[src/rtl/mux_pkg.sv]
// Shared definitions for the registered N:1 multiplexer.
//   state_t  : operating state, tracks the registered value of the mode input
//   ch_valid : true when a select value addresses an existing channel
package mux_pkg;

    typedef enum logic {
        S_DIRECT = 1'b0,
        S_SCAN   = 1'b1
    } state_t;

    // Only needed for non-power-of-2 channel counts, where the select
    // field can encode channels that do not exist.
    function automatic logic ch_valid(input int sel, input int ch);
        return (sel < ch);
    endfunction

endpackage

[src/rtl/mux_scan_ptr.sv]
// Wrapping channel pointer for auto-scan mode, counting 0..CH-1.
// Ports:
//   clk   : clock, rising edge
//   rst_n : synchronous reset, active-low (pointer returns to 0)
//   clr   : restart the count at 0 this cycle
//   inc   : advance by one, wrapping CH-1 -> 0
//   ptr   : current pointer value
// clr and inc together give 1: the cleared value 0 is consumed by the
// same-cycle transfer and the count moves past it.
module mux_scan_ptr #(
    parameter int CH    = 4,
    parameter int SEL_W = $clog2(CH)
) (
    input  logic             clk,
    input  logic             rst_n,
    input  logic             clr,
    input  logic             inc,
    output logic [SEL_W-1:0] ptr
);

    localparam logic [SEL_W-1:0] LAST = SEL_W'(CH - 1);

    logic [SEL_W-1:0] ptr_q;
    logic [SEL_W-1:0] ptr_d;
    logic [SEL_W-1:0] base;

    always_comb begin
        base  = clr ? '0 : ptr_q;
        ptr_d = base;
        if (inc) begin
            ptr_d = (base == LAST) ? '0 : base + SEL_W'(1);
        end
    end

    always_ff @(posedge clk) begin
        if (!rst_n) begin
            ptr_q <= '0;
        end else begin
            ptr_q <= ptr_d;
        end
    end

    assign ptr = ptr_q;

endmodule

[src/rtl/mux_nx1_reg.sv]
// Parametrised CH-channel, WIDTH-bit registered multiplexer with a
// valid/ready output stage. Direct mode selects channel s; auto-scan mode
// walks an internal pointer through channels 0..CH-1, one per transfer.
// Ports:
//   clk, rst_n : clock (rising edge), synchronous active-low reset
//   en         : block enable; low holds state (output may still drain)
//   mode       : 0 = direct select, 1 = auto-scan
//   s          : channel select, direct mode only
//   d          : packed channel data, channel k = d[k*WIDTH +: WIDTH]
//   in_valid   : upstream sample offered
//   in_ready   : block can accept a sample this cycle
//   y, y_ch    : registered selected data and the channel it came from
//   out_valid  : y/y_ch hold an unconsumed sample
//   out_ready  : downstream consumes y this cycle
//   sel_err    : one-cycle pulse after a direct transfer with s >= CH
module mux_nx1_reg
    import mux_pkg::*;
#(
    parameter int WIDTH = 1,
    parameter int CH    = 4,
    parameter int SEL_W = $clog2(CH)
) (
    input  logic                clk,
    input  logic                rst_n,
    input  logic                en,
    input  logic                mode,
    input  logic [SEL_W-1:0]    s,
    input  logic [CH*WIDTH-1:0] d,
    input  logic                in_valid,
    output logic                in_ready,
    output logic [WIDTH-1:0]    y,
    output logic [SEL_W-1:0]    y_ch,
    output logic                out_valid,
    input  logic                out_ready,
    output logic                sel_err
);

    // Data padded to a power-of-2 channel count so an out-of-range select
    // reads zeros instead of running off the end of the vector.
    localparam int CH_P2 = 1 << SEL_W;

    state_t             state_q, state_d;
    logic [WIDTH-1:0]   y_q, y_d;
    logic [SEL_W-1:0]   y_ch_q, y_ch_d;
    logic               out_valid_q, out_valid_d;
    logic               sel_err_q, sel_err_d;

    logic [CH_P2*WIDTH-1:0] d_pad;
    logic [SEL_W-1:0]   ptr;
    logic [SEL_W-1:0]   ptr_use;
    logic [SEL_W-1:0]   sel_idx;
    state_t             eff_state;
    logic               switch_ok;
    logic               ptr_clr;
    logic               ptr_inc;
    logic               xfer;
    logic               sel_ok;
    logic               load;

    mux_scan_ptr #(
        .CH    (CH),
        .SEL_W (SEL_W)
    ) u_scan_ptr (
        .clk   (clk),
        .rst_n (rst_n),
        .clr   (ptr_clr),
        .inc   (ptr_inc),
        .ptr   (ptr)
    );

    always_comb begin
        d_pad                = '0;
        d_pad[CH*WIDTH-1:0]  = d;

        in_ready  = en & (~out_valid_q | out_ready);
        xfer      = in_valid & in_ready;

        // The mode may only change when the output stage is empty or
        // draining, which is exactly when the block could accept a sample.
        // A transfer in that same cycle already runs in the new state.
        switch_ok = in_ready;
        eff_state = switch_ok ? state_t'(mode) : state_q;
        state_d   = eff_state;

        // Entering scan restarts the pointer; a same-cycle transfer uses 0.
        ptr_clr   = switch_ok & mode & (state_q == S_DIRECT);
        ptr_use   = ptr_clr ? '0 : ptr;

        sel_idx   = (eff_state == S_SCAN) ? ptr_use : s;
        sel_ok    = (eff_state == S_SCAN) | ch_valid(int'(s), CH);
        load      = xfer & sel_ok;
        ptr_inc   = xfer & (eff_state == S_SCAN);

        y_d         = load ? d_pad[int'(sel_idx) * WIDTH +: WIDTH] : y_q;
        y_ch_d      = load ? sel_idx : y_ch_q;
        out_valid_d = load | (out_valid_q & ~out_ready);
        sel_err_d   = xfer & ~sel_ok;
    end

    always_ff @(posedge clk) begin
        if (!rst_n) begin
            state_q     <= S_DIRECT;
            y_q         <= '0;
            y_ch_q      <= '0;
            out_valid_q <= 1'b0;
            sel_err_q   <= 1'b0;
        end else begin
            state_q     <= state_d;
            y_q         <= y_d;
            y_ch_q      <= y_ch_d;
            out_valid_q <= out_valid_d;
            sel_err_q   <= sel_err_d;
        end
    end

    assign y         = y_q;
    assign y_ch      = y_ch_q;
    assign out_valid = out_valid_q;
    assign sel_err   = sel_err_q;

endmodule

[config.mk]
export PLATFORM = sky130hd
export DESIGN_NAME = mux_nx1_reg
export DESIGN_NICKNAME = d
export VERILOG_FILES = /design/src/rtl/mux_pkg.sv /design/src/rtl/mux_scan_ptr.sv /design/src/rtl/mux_nx1_reg.sv
export SDC_FILE = /design/constraint.sdc
export NUM_CORES = 1
export LEC_CHECK = 0
export ABC_AREA = 0
export CAP_MARGIN = 20
export CORE_AREA = 10 10 47 49
export DETAILED_ROUTE_END_ITERATION = 12
export DIE_AREA = 0 0 57 59
export GPL_TIMING_DRIVEN = 0
export SLEW_MARGIN = 20
export SYNTH_ARGS = -nofsm -noshare
export SYNTH_HDL_FRONTEND = slang
export SYNTH_HIERARCHICAL = 1
export SYNTH_SLANG_ARGS = --single-unit
[constraint.sdc]
create_clock -name clk -period 2.25 [get_ports clk]
set_input_delay 0.45 -clock clk [delete_from_list [all_inputs] [get_ports clk]]
set_output_delay 0.45 -clock clk [all_outputs]
set_load 0.01 [all_outputs]
# Yosys cells after proc, flatten, opt, wreduce, memory -nomap -nowiden
# Cells that the tools add are included.
[word_totals]
word_cells = 24
inputBits = 12
regBits = 7
[op_classes]
n_bitwise = 11
n_addsub = 1
eq_ne = 1
shifts = 1
muxes = 5
[op_table]
columns = ["op", "n"]
rows = [
  ["2-bit 2-to-1 mux", 4],
  ["1-bit bitwise AND", 6],
  ["4-bit by 3-bit indexed part select with 1-bit output", 1],
  ["1-bit NOT", 3],
  ["2-bit by 1-bit adder with 2-bit output (second input constant)", 1],
  ["2-bit == test (second input constant)", 1],
  ["1-bit bitwise OR", 2],
  ["1-bit 2-to-1 mux", 1],
]

# Depth between registers and ports, before layout
# Gate-level depths: netlist of the first run.
[depth]
word_depth = 9
ltp_mapped = 6

# Hierarchy
# The synthesis of the first run kept the hierarchy.
[modules_own_cells]
columns = ["module", "area_per_inst_um2", "n_inst", "cells_each"]
rows = [
  ["mux_nx1_reg", 332.8, 1, 39],
  ["mux_scan_ptr", 86.3, 1, 8],
]

# Worst setup path before layout of the first run
# No wires, ideal clock.
[synth_path]
path_kind = "input port to flip-flop"
from = "input out_ready"
to = "register y_q, in the netlist y"
t_arrival_ns = 1.480
slack_ns = 0.640
path_stages = 5
required_time_ns = 2.120
n_path_buf = 0
cell_sequence = "nand2b_4 a21o_1 a32o_1 a2111oi_2 nor4_1"
[synth_via]
elab_chain_len = 7
word_cells_on_any_way = 9
cone_classes = "shift: 1; mux: 3; bitwise: 5"
[synth_lines]
columns = ["element", "line_no", "source"]
rows = [
  ["start, declared", "mux_nx1_reg.sv:34", "input logic out_ready,"],
  ["1-bit bitwise OR *", "mux_nx1_reg.sv:75", "in_ready = en & (~out_valid_q | out_ready);"],
  ["1-bit bitwise AND *", "mux_nx1_reg.sv:75", ""],
  ["1-bit bitwise AND (2 in series)", "mux_nx1_reg.sv:86", "ptr_clr = switch_ok & mode & (state_q == S_DIRECT);"],
  ["2-bit 2-to-1 mux", "mux_nx1_reg.sv:87", "ptr_use = ptr_clr ? '0 : ptr;"],
  ["2-bit 2-to-1 mux", "mux_nx1_reg.sv:89", "sel_idx = (eff_state == S_SCAN) ? ptr_use : s;"],
  ["4-bit by 3-bit indexed part select with 1-bit output", "mux_nx1_reg.sv:94", "y_d = load ? d_pad[int'(sel_idx) * WIDTH +: WIDTH] : y_q;"],
  ["end signal, assigned", "mux_nx1_reg.sv:109", "y_q <= y_d;"],
  ["end, declared", "mux_nx1_reg.sv:43", "logic [WIDTH-1:0] y_q, y_d;"],
]
# Every way passes the cells marked *; elsewhere a longest branch is shown, timed or not.
# A chain may end at the register's enable or synchronous reset.

# Final worst setup path of the first run
[layout_path]
from = "input out_ready"
to = "output in_ready"
[layout_via]
elab_chain_len = 2
[layout_lines]
columns = ["element", "line_no", "source"]
rows = [
  ["1-bit bitwise OR", "mux_nx1_reg.sv:75", ""],
  ["1-bit bitwise AND", "mux_nx1_reg.sv:75", ""],
  ["end, declared", "mux_nx1_reg.sv:30", "output logic in_ready,"],
]
# Every way passes these cells.

==> out/results.txt, run 1 <==
Status: completed
Total die area: 3360 um^2
Bufs and invs on worst path: 2
Area Growth Syn to Fin: 49.3%
RSZ-0062 raised after global routing: false
Port Buf Inserts: 16
Period utilization: 97.1%
Max-slew violations: 0
Place WS: 0.0630 ns
Number of diodes: 0
Pint: 0.243 mW
Clock buffer depth: 2
Worst vdd ir: 272 uV
Combinational share of power: 23.1%
Post-synthesis cell count: 47
Total power: 0.330 mW
CTS Hold Bufs: 0
Post-layout instance area: 626 um^2
Die width: 57 um
CP Class: primary input to primary output
Worst setup margin: 0.0651 ns
Placed Area: 599 um^2
F_max: 458 MHz
CTS H-tree depth: 1
DRC Markers: 0
CP Launch Type: primary input
Hold slack: 0.500 ns
# setup viols final: 0
Share of cells above drive strength 1: 14.9%
Synthesized net count: 59
Pwr dens: 528 nW/um^2
Clk root buf: clkbuf_4
Die H: 59 um
Core ar.: 1400 um^2
Primary FF master, synth: dfxtp_1
Vias: 399
Gpl congestion: 0.727
Critical-path cell list: clkdlybuf4s50_1, nand2b_4, and2_2, clkdlybuf4s50_1
Vias in the first global route: 420
Drt wl/cell: 13.3 um
Nets: 80
Worst hold path class: register to register
Post-synthesis sequential area ratio: 33.4%
Antenna Nets Post-Route: 0
# IOs: 18
Synth unique cells: 30
Psw: 0.0872 mW
Later-pin clock latency in the skew report: 0.26 ns
Synth Area in XOR/XNOR: 4.18%
CP top delay family: buffers and inverters
Top cell by count, worst path: clkdlybuf4s50_1
Final Hold Viols: 0
Fin Setup TNS: 0 ns
WP data required: 1.80 ns
CP max FO: 6
CP Capture Type: primary output
Largest net degree at the start of global routing: 8
Setup Fix Bufs, Post-CTS: 0
All-Layer GR Usage: 6.86%
Mux cell area share after synthesis: 0%
Slowest cell on the critical path: clkdlybuf4s50_1
Post-Synth Simple-Gate Area: 23.9%
Initial Util: 29.9%
Sinks on Clock Net: 7
Clock period minus worst slack: 2.18 ns
First-pass GRT wire length: 1.80 mm
Max-Cap Viols: 0
Via density: 4.81
Post-layout util: 44.6%
Lkg Pwr: 0.254 nW
CTS tree: done
Syn Area/Cell: 8.92 um^2
Largest family of logic cells by synthesized area: compound AO/OA/AOI/OAI gates
Ys async rst share: 0%
Layout Cells excl Fill: 83
CTS clk-pin slew, worst paths: 0.06 ns
Switching share of power: 26.4%
Dpl hpwl: 914 um
Fin Clk Skew: 0.00749 ns
Cts bufs inserted: 3
Initial detailed-routing violation count: 5
Clock network fraction of design power: 35.9%
Post-Synth Adder-Cell Area: 0%
Dpl cells: 79
Yosys reg bits: 7
CP arrival: 1.73 ns
Total Wirelength: 1.11 mm
Sequential share of power: 41.0%
Largest stage delay on the critical path: 0.53 ns
Resized cells post-CTS: 0
Ys Warns: 6
Post-synth EDFFs: 0
Num rows: 14
Complex-gate fraction of the synthesized area: 30.4%
Global route overflow: 0
Antenna violations before repair: 0
Drt first pass iters: 4
Mapped Area: 419 um^2
==> worst paths after layout <==
kind                        startpoint              endpoint  slack [ns]  depth (start not counted)
setup / recovery             out_ready              in_ready        0.07                          4
hold / removal    y_ch[1]$_SDFFE_PN0P_  y_ch[1]$_SDFFE_PN0P_        0.50                          1
setup reg to reg  out_valid$_SDFF_PN0_        y$_SDFFE_PN0P_        0.70                          5
hold reg to reg   y_ch[1]$_SDFFE_PN0P_  y_ch[1]$_SDFFE_PN0P_        0.50                          1
==> cells by family (layout without fill, tap and decap cells) <==
family / after synthesis / in the layout
AOI/OAI and AO/OA: 14 / 14
buffers and inverters: 7 / 27
xor gates and xnor gates: 2 / 2
DFF: 7 / 7
and+or+nand+nor: 16 / 16
other: 1 / 1
==> power by group through the flow <==
stage	clock [mW]	sequential [mW]	combinational, mW
global placement	0	0.138	0.0763
detailed placement	0	0.138	0.0765
floorplan	0	0.140	0.0330
CTS	0.126	0.135	0.0768
global route	0.133	0.136	0.0831
finish	0.119	0.135	0.0763
==> final cells by class <==
type                    instances  area, um^2
fillers                       155         776
multi-input cells              33         249
repair buffers                 16         160
flip-flops and latches          7         140
clock buffers                   4        26.3
well taps                      16        20.0
inverters                       5        18.8
plain buffers                   2        11.3
==> worst reg2reg max path: stages, from the launching register on <==
cell       delay (ns)
dfxtp_1          0.36
nand2b_4         0.08
a31oi_1          0.33
a32oi_2          0.15
a2111oi_1        0.42
nor4_1           0.10
==> routing by layer <==
metal  routed length [um]  up-vias  share of wire (%)  GRT usage, %
li1                     -      210                  -             -
met1                  527      180                 48          7.70
met2                  518        9                 47          10.2
met3                   61        0                5.5          2.15
met4                    0        0                  0          6.04
met5                    0        -                  0             0
==> sequential cells by signal, indices dropped and copies added (netlist names) <==
name / count
y_ch: 2
out_valid: 1
u_scan_ptr/ptr: 2
state_q: 1
y: 1
==> cell usage after synthesis (2+ instances only) <==
cell type | n | share of area (%)
o21ai_0 | 2 | 2.4
dfxtp_1 | 7 | 33
and3_1 | 2 | 3.0
a21boi_0 | 2 | 3.6
inv_1 | 5 | 4.5
nor2_1 | 2 | 1.8
nand2_1 | 4 | 3.6
==> layout by cell type (no fill, tap or decap), types with 2 or more instances in the layout <==
cell type        instances
and3_1                   2
a21boi_0                 2
o21ai_0                  2
clkbuf_1                 2
nor2_1                   2
dfxtp_1                  7
nand2_1                  4
clkbuf_4                 3
inv_1                    5
clkdlybuf4s50_1         16
Power figures use the tool's default switching activity.
==> inputs of run 2 (changes only) <==
--- a/config.mk
+++ b/config.mk
@@ -6,10 +6,9 @@
 export NUM_CORES = 1
 export LEC_CHECK = 0
 export ABC_AREA = 0
-export CAP_MARGIN = 20
-export CORE_AREA = 10 10 47 49
+export CORE_AREA = 2 2 39 41
 export DETAILED_ROUTE_END_ITERATION = 12
-export DIE_AREA = 0 0 57 59
+export DIE_AREA = 0 0 41 43
 export GPL_TIMING_DRIVEN = 0
 export SLEW_MARGIN = 20
 export SYNTH_ARGS = -nofsm -noshare
==> run 2 against run 1 <==
Sequential cell count unchanged; power fell by 0.94%; hold slack got worse by 0.0051 ns; fmax increased by 15%; largest power group unchanged; cell count did not move; via count up 0.25%; final area rose by 0.40%; count of clock-buffer cells in the layout did not move; combinational power shrank 1%; register-to-register slack got worse by 0.03 ns.
==> out/results.txt, run 2 (synthesis results as in run 1) <==
Status: completed (unchanged)
Die width: 41 um (was 57 um)
Sinks on Clock Net: 7 (unchanged)
Gpl congestion: 0.654 (was 0.727)
Clk root buf: clkbuf_4 (unchanged)
CTS H-tree depth: 1 (unchanged)
Worst setup margin: 0.353 ns (was 0.0651 ns)
Number of diodes: 0 (unchanged)
Antenna violations before repair: 0 (unchanged)
Most common cell after layout, fill and taps aside: clkdlybuf4s50_1 (unchanged)
Area Growth Syn to Fin: 49.9% (was 49.3%)
Lkg Pwr: 0.263 nW (was 0.254 nW)
CTS tree: done (unchanged)
CP max FO: 7 (was 6)
Crit path from: out_ready (unchanged)
# setup viols final: 0 (unchanged)
Global route overflow: 0 (unchanged)
Setup Fix Bufs, Post-CTS: 0 (unchanged)
Clock period minus worst slack: 1.90 ns (was 2.18 ns)
Drt first pass iters: 2 (was 4)
# IOs: 18 (unchanged)
Total die area: 1760 um^2 (was 3360 um^2)
CTS clk-pin slew, worst paths: 0.05 ns (was 0.06 ns)
Max-Cap Viols: 0 (unchanged)
Hold_sp: y_ch[0]$_SDFFE_PN0P_ (was y_ch[1]$_SDFFE_PN0P_)
DRC Markers: 0 (unchanged)
CP Launch Type: primary input (unchanged)
Dpl hpwl: 786 um (was 914 um)
Vias: 400 (was 399)
Via density: 4.82 (was 4.81)
Largest net degree at the start of global routing: 8 (unchanged)
RSZ-0062 raised after global routing: false (unchanged)
Drt wl/cell: 11.6 um (was 13.3 um)
Worst hold path class: register to register (unchanged)
Vias in the first global route: 383 (was 420)
Clock buffer depth: 2 (unchanged)
Layout Cells excl Fill: 83 (unchanged)
F_max: 527 MHz (was 458 MHz)
Worst vdd ir: 262 uV (was 272 uV)
Place WS: 0.0619 ns (was 0.0630 ns)
RR Startpoint: out_valid$_SDFF_PN0_ (unchanged)
Initial detailed-routing violation count: 5 (unchanged)
Pwr dens: 521 nW/um^2 (was 528 nW/um^2)
Cts bufs inserted: 3 (unchanged)
WP data required: 2.38 ns (was 1.80 ns)
Initial Util: 30.3% (was 29.9%)
Share of cells above drive strength 1: 14.9% (unchanged)
Num rows: 14 (unchanged)
Fin Clk Skew: 0.000487 ns (was 0.00749 ns)
Port Buf Inserts: 16 (unchanged)
Slowest cell on the critical path: clkdlybuf4s50_1 (unchanged)
CP Capture Type: register (was primary output)
Placed Area: 599 um^2 (unchanged)
Later-pin clock latency in the skew report: 0.25 ns (was 0.26 ns)
CP top delay family: buffers and inverters (unchanged)
Core ar.: 1380 um^2 (was 1400 um^2)
Largest stage delay on the critical path: 0.46 ns (was 0.53 ns)
Fillers: 148 (was 155)
CP Class: primary input to register (was primary input to primary output)
Post-layout instance area: 628 um^2 (was 626 um^2)
Dpl cells: 79 (unchanged)
Max-slew violations: 0 (unchanged)
Total Wirelength: 963 um (was 1.11 mm)
All-Layer GR Usage: 13.9% (was 6.86%)
Critical-path cell list: clkdlybuf4s50_1, nand2b_4, and3_2, clkbuf_1, o21ai_0, a2111oi_1, nor4_1 (was clkdlybuf4s50_1, nand2b_4, and2_2, clkdlybuf4s50_1)
Nets: 80 (unchanged)
Antenna Nets Post-Route: 0 (unchanged)
Bufs and invs on worst path: 2 (unchanged)
Die H: 43 um (was 59 um)
Period utilization: 84.3% (was 97.1%)
First-pass GRT wire length: 1.58 mm (was 1.80 mm)
Fin Setup TNS: 0 ns (unchanged)
Final Hold Viols: 0 (unchanged)
CP arrival: 2.02 ns (was 1.73 ns)
Most frequent cells in the layout: 15 x clkdlybuf4s50_1, 7 x dfxtp_1, 5 x inv_1 (was 16 x clkdlybuf4s50_1, 7 x dfxtp_1, 5 x inv_1)
==> run 2: tightest hold or removal path: stages, from the launching register on <==
cell	delay, ns
dfxtp_1	0.31
nor2_1	0.09
a211oi_1	0.05
==> run 2: area by class of cell <==
class | instances | area (um^2) | share of cell area [%]
Multi-Input combinational cell | 33 | 249 | 39.6
Timing Repair Buffer | 16 | 163 | 25.9
Sequential cell | 7 | 140 | 22.3
Clock buffer | 4 | 26.3 | 4.18
Tap cell | 16 | 20.0 | 3.19
Inverter | 5 | 18.8 | 2.99
Buffer | 2 | 11.3 | 1.79
==> run 2: power by group <==
group	leakage [nW]	total (mW)	internal (mW)	switching, mW
registers	0.0574	0.135	0.131	0.00422
clock network	0.0150	0.117	0.0678	0.0489
logic	0.191	0.0752	0.0437	0.0315
==> run 2: through the flow <==
step / total power, mW / utilization [%] / hold slack, ns
2_1_floorplan: 0.173 / - / 0.516
3_3_place_gp: 0.214 / 43.3 / 0.486
3_5_place_dp: 0.214 / 43.3 / 0.491
4_1_cts: 0.333 / 45.2 / 0.501
5_1_grt: 0.349 / 45.4 / 0.518
6_report: 0.327 / 45.4 / 0.495
==> run 2: metal layers <==
metal | GRT usage (%) | vias up | part of all wire [%]
met2 | 19.4 | 10 | 51
met4 | 10.0 | 0 | 0
met5 | 0 | - | 0
met1 | 16.9 | 180 | 44
li1 | - | 210 | -
met3 | 4.71 | 0 | 5.7
==> run 2: final timing paths <==
check                          to  slack, ns  cells past startpoint
max                y$_SDFFE_PN0P_       0.35                      7
min          y_ch[0]$_SDFFE_PN0P_       0.50                      2
max reg2reg        y$_SDFFE_PN0P_       0.67                      5
min reg2reg  y_ch[0]$_SDFFE_PN0P_       0.50                      2
==> run 2: timing repair <==
action	in CTS	in global routing
hold buffers	0	0
endpoints found under the setup margin	0	1
gates resized for setup	0	1
==> inputs of run 3 (changes only) <==
==> constraint.sdc (replaced) <==
create_clock -name clk -period 1.8 [get_ports clk]
set_input_delay 0.36 -clock clk [delete_from_list [all_inputs] [get_ports clk]]
set_output_delay 0.36 -clock clk [all_outputs]
set_load 0.01 [all_outputs]
==> run 3 against run 2 <==
First-iteration DRC count up 60%; combinational power up 29%; critical path depth down 3; clock skew up 0.0019 ns; final area up 1.6%; largest power group unchanged.
==> out/results.txt, run 3 (synthesis results as in run 1) <==
Status: completed (unchanged)
Gpl congestion: 0.654 (unchanged)
Final Hold Viols: 0 (unchanged)
Slowest cell on the critical path: clkdlybuf4s50_1 (unchanged)
Core ar.: 1380 um^2 (unchanged)
Critical-path cell list: clkdlybuf4s50_1, nand2b_4, and2_2, clkdlybuf4s15_1 (was clkdlybuf4s50_1, nand2b_4, and3_2, clkbuf_1, o21ai_0, a2111oi_1, nor4_1)
Total Wirelength: 970 um (was 963 um)
CP top delay family: buffers and inverters (unchanged)
Cts bufs inserted: 3 (unchanged)
DRC Markers: 0 (unchanged)
Antenna violations before repair: 0 (unchanged)
RSZ-0062 raised after global routing: true (was false)
WHS Endpoint: y_ch[0]$_SDFFE_PN0P_ (unchanged)
Die H: 43 um (unchanged)
All-Layer GR Usage: 13.6% (was 13.9%)
Worst hold path class: register to register (unchanged)
# IOs: 18 (unchanged)
Clk root buf: clkbuf_4 (unchanged)
Dpl hpwl: 786 um (unchanged)
Drt wl/cell: 11.8 um (was 11.6 um)
Global route overflow: 0 (unchanged)
Min-Delay Path Depth: 2 (unchanged)
Crit path from: out_ready (unchanged)
Num rows: 14 (unchanged)
Clock period minus worst slack: 1.72 ns
CP max FO: 6 (was 7)
Max-slew violations: 0 (unchanged)
Most common cell after layout, fill and taps aside: clkdlybuf4s50_1 (unchanged)
First-pass GRT wire length: 1.54 mm (was 1.58 mm)
Max-Cap Viols: 0 (unchanged)
Slack of the worst reg-to-reg path: 0.31 ns (was 0.67 ns)
CTS clk-pin slew, worst paths: 0.05 ns (about the same)
Drt first pass iters: 4 (was 2)
Fin Setup TNS: 0 ns (unchanged)
Area Growth Syn to Fin: 52.2% (was 49.9%)
Most frequent cells in the layout: 15 x clkdlybuf4s50_1, 7 x dfxtp_1, 5 x inv_1 (unchanged)
Initial Util: 30.3% (unchanged)
Bufs and invs on worst path: 2 (unchanged)
Setup Fix Bufs, Post-CTS: 0 (unchanged)
Lkg Pwr: 0.256 nW (was 0.263 nW)
Sinks on Clock Net: 7 (unchanged)
RR Startpoint: out_valid$_SDFF_PN0_ (unchanged)
F_max: 581 MHz
Hold_sp: y_ch[0]$_SDFFE_PN0P_ (unchanged)
Later-pin clock latency in the skew report: 0.25 ns (about the same)
Worst vdd ir: 323 uV (was 262 uV)
Die width: 41 um (unchanged)
FF-to-FF path depth: 5 (unchanged)
Port Buf Inserts: 16 (unchanged)
Vias in the first global route: 373 (was 383)
Placed Area: 599 um^2 (unchanged)
Number of diodes: 0 (unchanged)
CP Class: primary input to primary output (was primary input to register)
Share of cells above drive strength 1: 19.7% (was 14.9%)
Total die area: 1760 um^2 (unchanged)
CP Launch Type: primary input (unchanged)
Pwr dens: 643 nW/um^2 (was 521 nW/um^2)
Post-layout util: 46.1% (was 45.4%)
Largest net degree at the start of global routing: 8 (unchanged)
Via density: 4.91 (was 4.82)
Antenna Nets Post-Route: 0 (unchanged)
Nets: 79 (was 80)
Clock buffer depth: 2 (unchanged)
Post-layout instance area: 638 um^2 (was 628 um^2)
Vias: 403 (was 400)
# setup viols final: 0 (unchanged)
Largest stage delay on the critical path: 0.40 ns (was 0.46 ns)
Fin Clk Skew: 0.00243 ns (was 0.000487 ns)
Worst r2r dst: y$_SDFFE_PN0P_ (unchanged)
CP Capture Type: primary output (was register)
WP data required: 1.44 ns (was 2.38 ns)
CP arrival: 1.36 ns (was 2.02 ns)
CTS tree: done (unchanged)
CTS H-tree depth: 1 (unchanged)
Initial detailed-routing violation count: 8 (was 5)
Period utilization: 95.6%
## run 3: timing repair
| item | CTS | global route |
|---|---|---|
| pin swaps | 0 | 1 |
| gates resized for setup | 2 | 3 |
| endpoints found under the setup margin | 2 | 2 |
| hold buffers | 0 | 0 |
## run 3: worst reg2reg max path: cells and delay by family (launching register included)
family | cells | cell delay (ns)
AND/OR/NAND/NOR | 2 | 0.38
flip-flops | 1 | 0.37
AO/OA/AOI/OAI | 3 | 0.65
## run 3: metal layers
layer  vias up  GRT usage (%)  part of all wire (%)
met2        10           18.8                    51
li1        207              -                     -
met5         -              0                     0
met1       186           16.6                    44
met3         0           4.71                   6.0
met4         0           10.0                     0
## run 3: area by class of cell
| type | instances | area [um^2] |
|---|---|---|
| well taps | 16 | 20.0 |
| flip-flops and latches | 7 | 140 |
| fillers | 148 | 746 |
| repair buffers | 16 | 160 |
| plain buffers | 1 | 7.51 |
| inverters | 5 | 18.8 |
| multi-input cells | 33 | 265 |
| clock buffers | 4 | 26.3 |
## run 3: worst max path at each step
stage	end	slack, ns	depth (start not counted)
finish	in_ready	0.08	4
floorplan	y$_SDFFE_PN0P_	0.28	5
global route	y$_SDFFE_PN0P_	-0.008	6
CTS	y$_SDFFE_PN0P_	0.02	6
detailed placement	y$_SDFFE_PN0P_	-0.30	7
global placement	y$_SDFFE_PN0P_	-0.31	7
## run 3: through the flow
stage               setup WS, ns  hold slack (ns)  power (mW)  cells
floorplan                  0.280            0.474       0.216     47
global placement          -0.309            0.486       0.267     79
detailed placement        -0.298            0.491       0.268     79
CTS                       0.0181            0.501       0.416     82
global route            -0.00782            0.518       0.438     82
finish                    0.0795            0.495       0.410     82
## run 3: where the power goes
group,internal (mW),switching (mW)
clock,0.0847,0.0596
combinational,0.0550,0.0418
sequential,0.164,0.00523
total,0.304,0.107
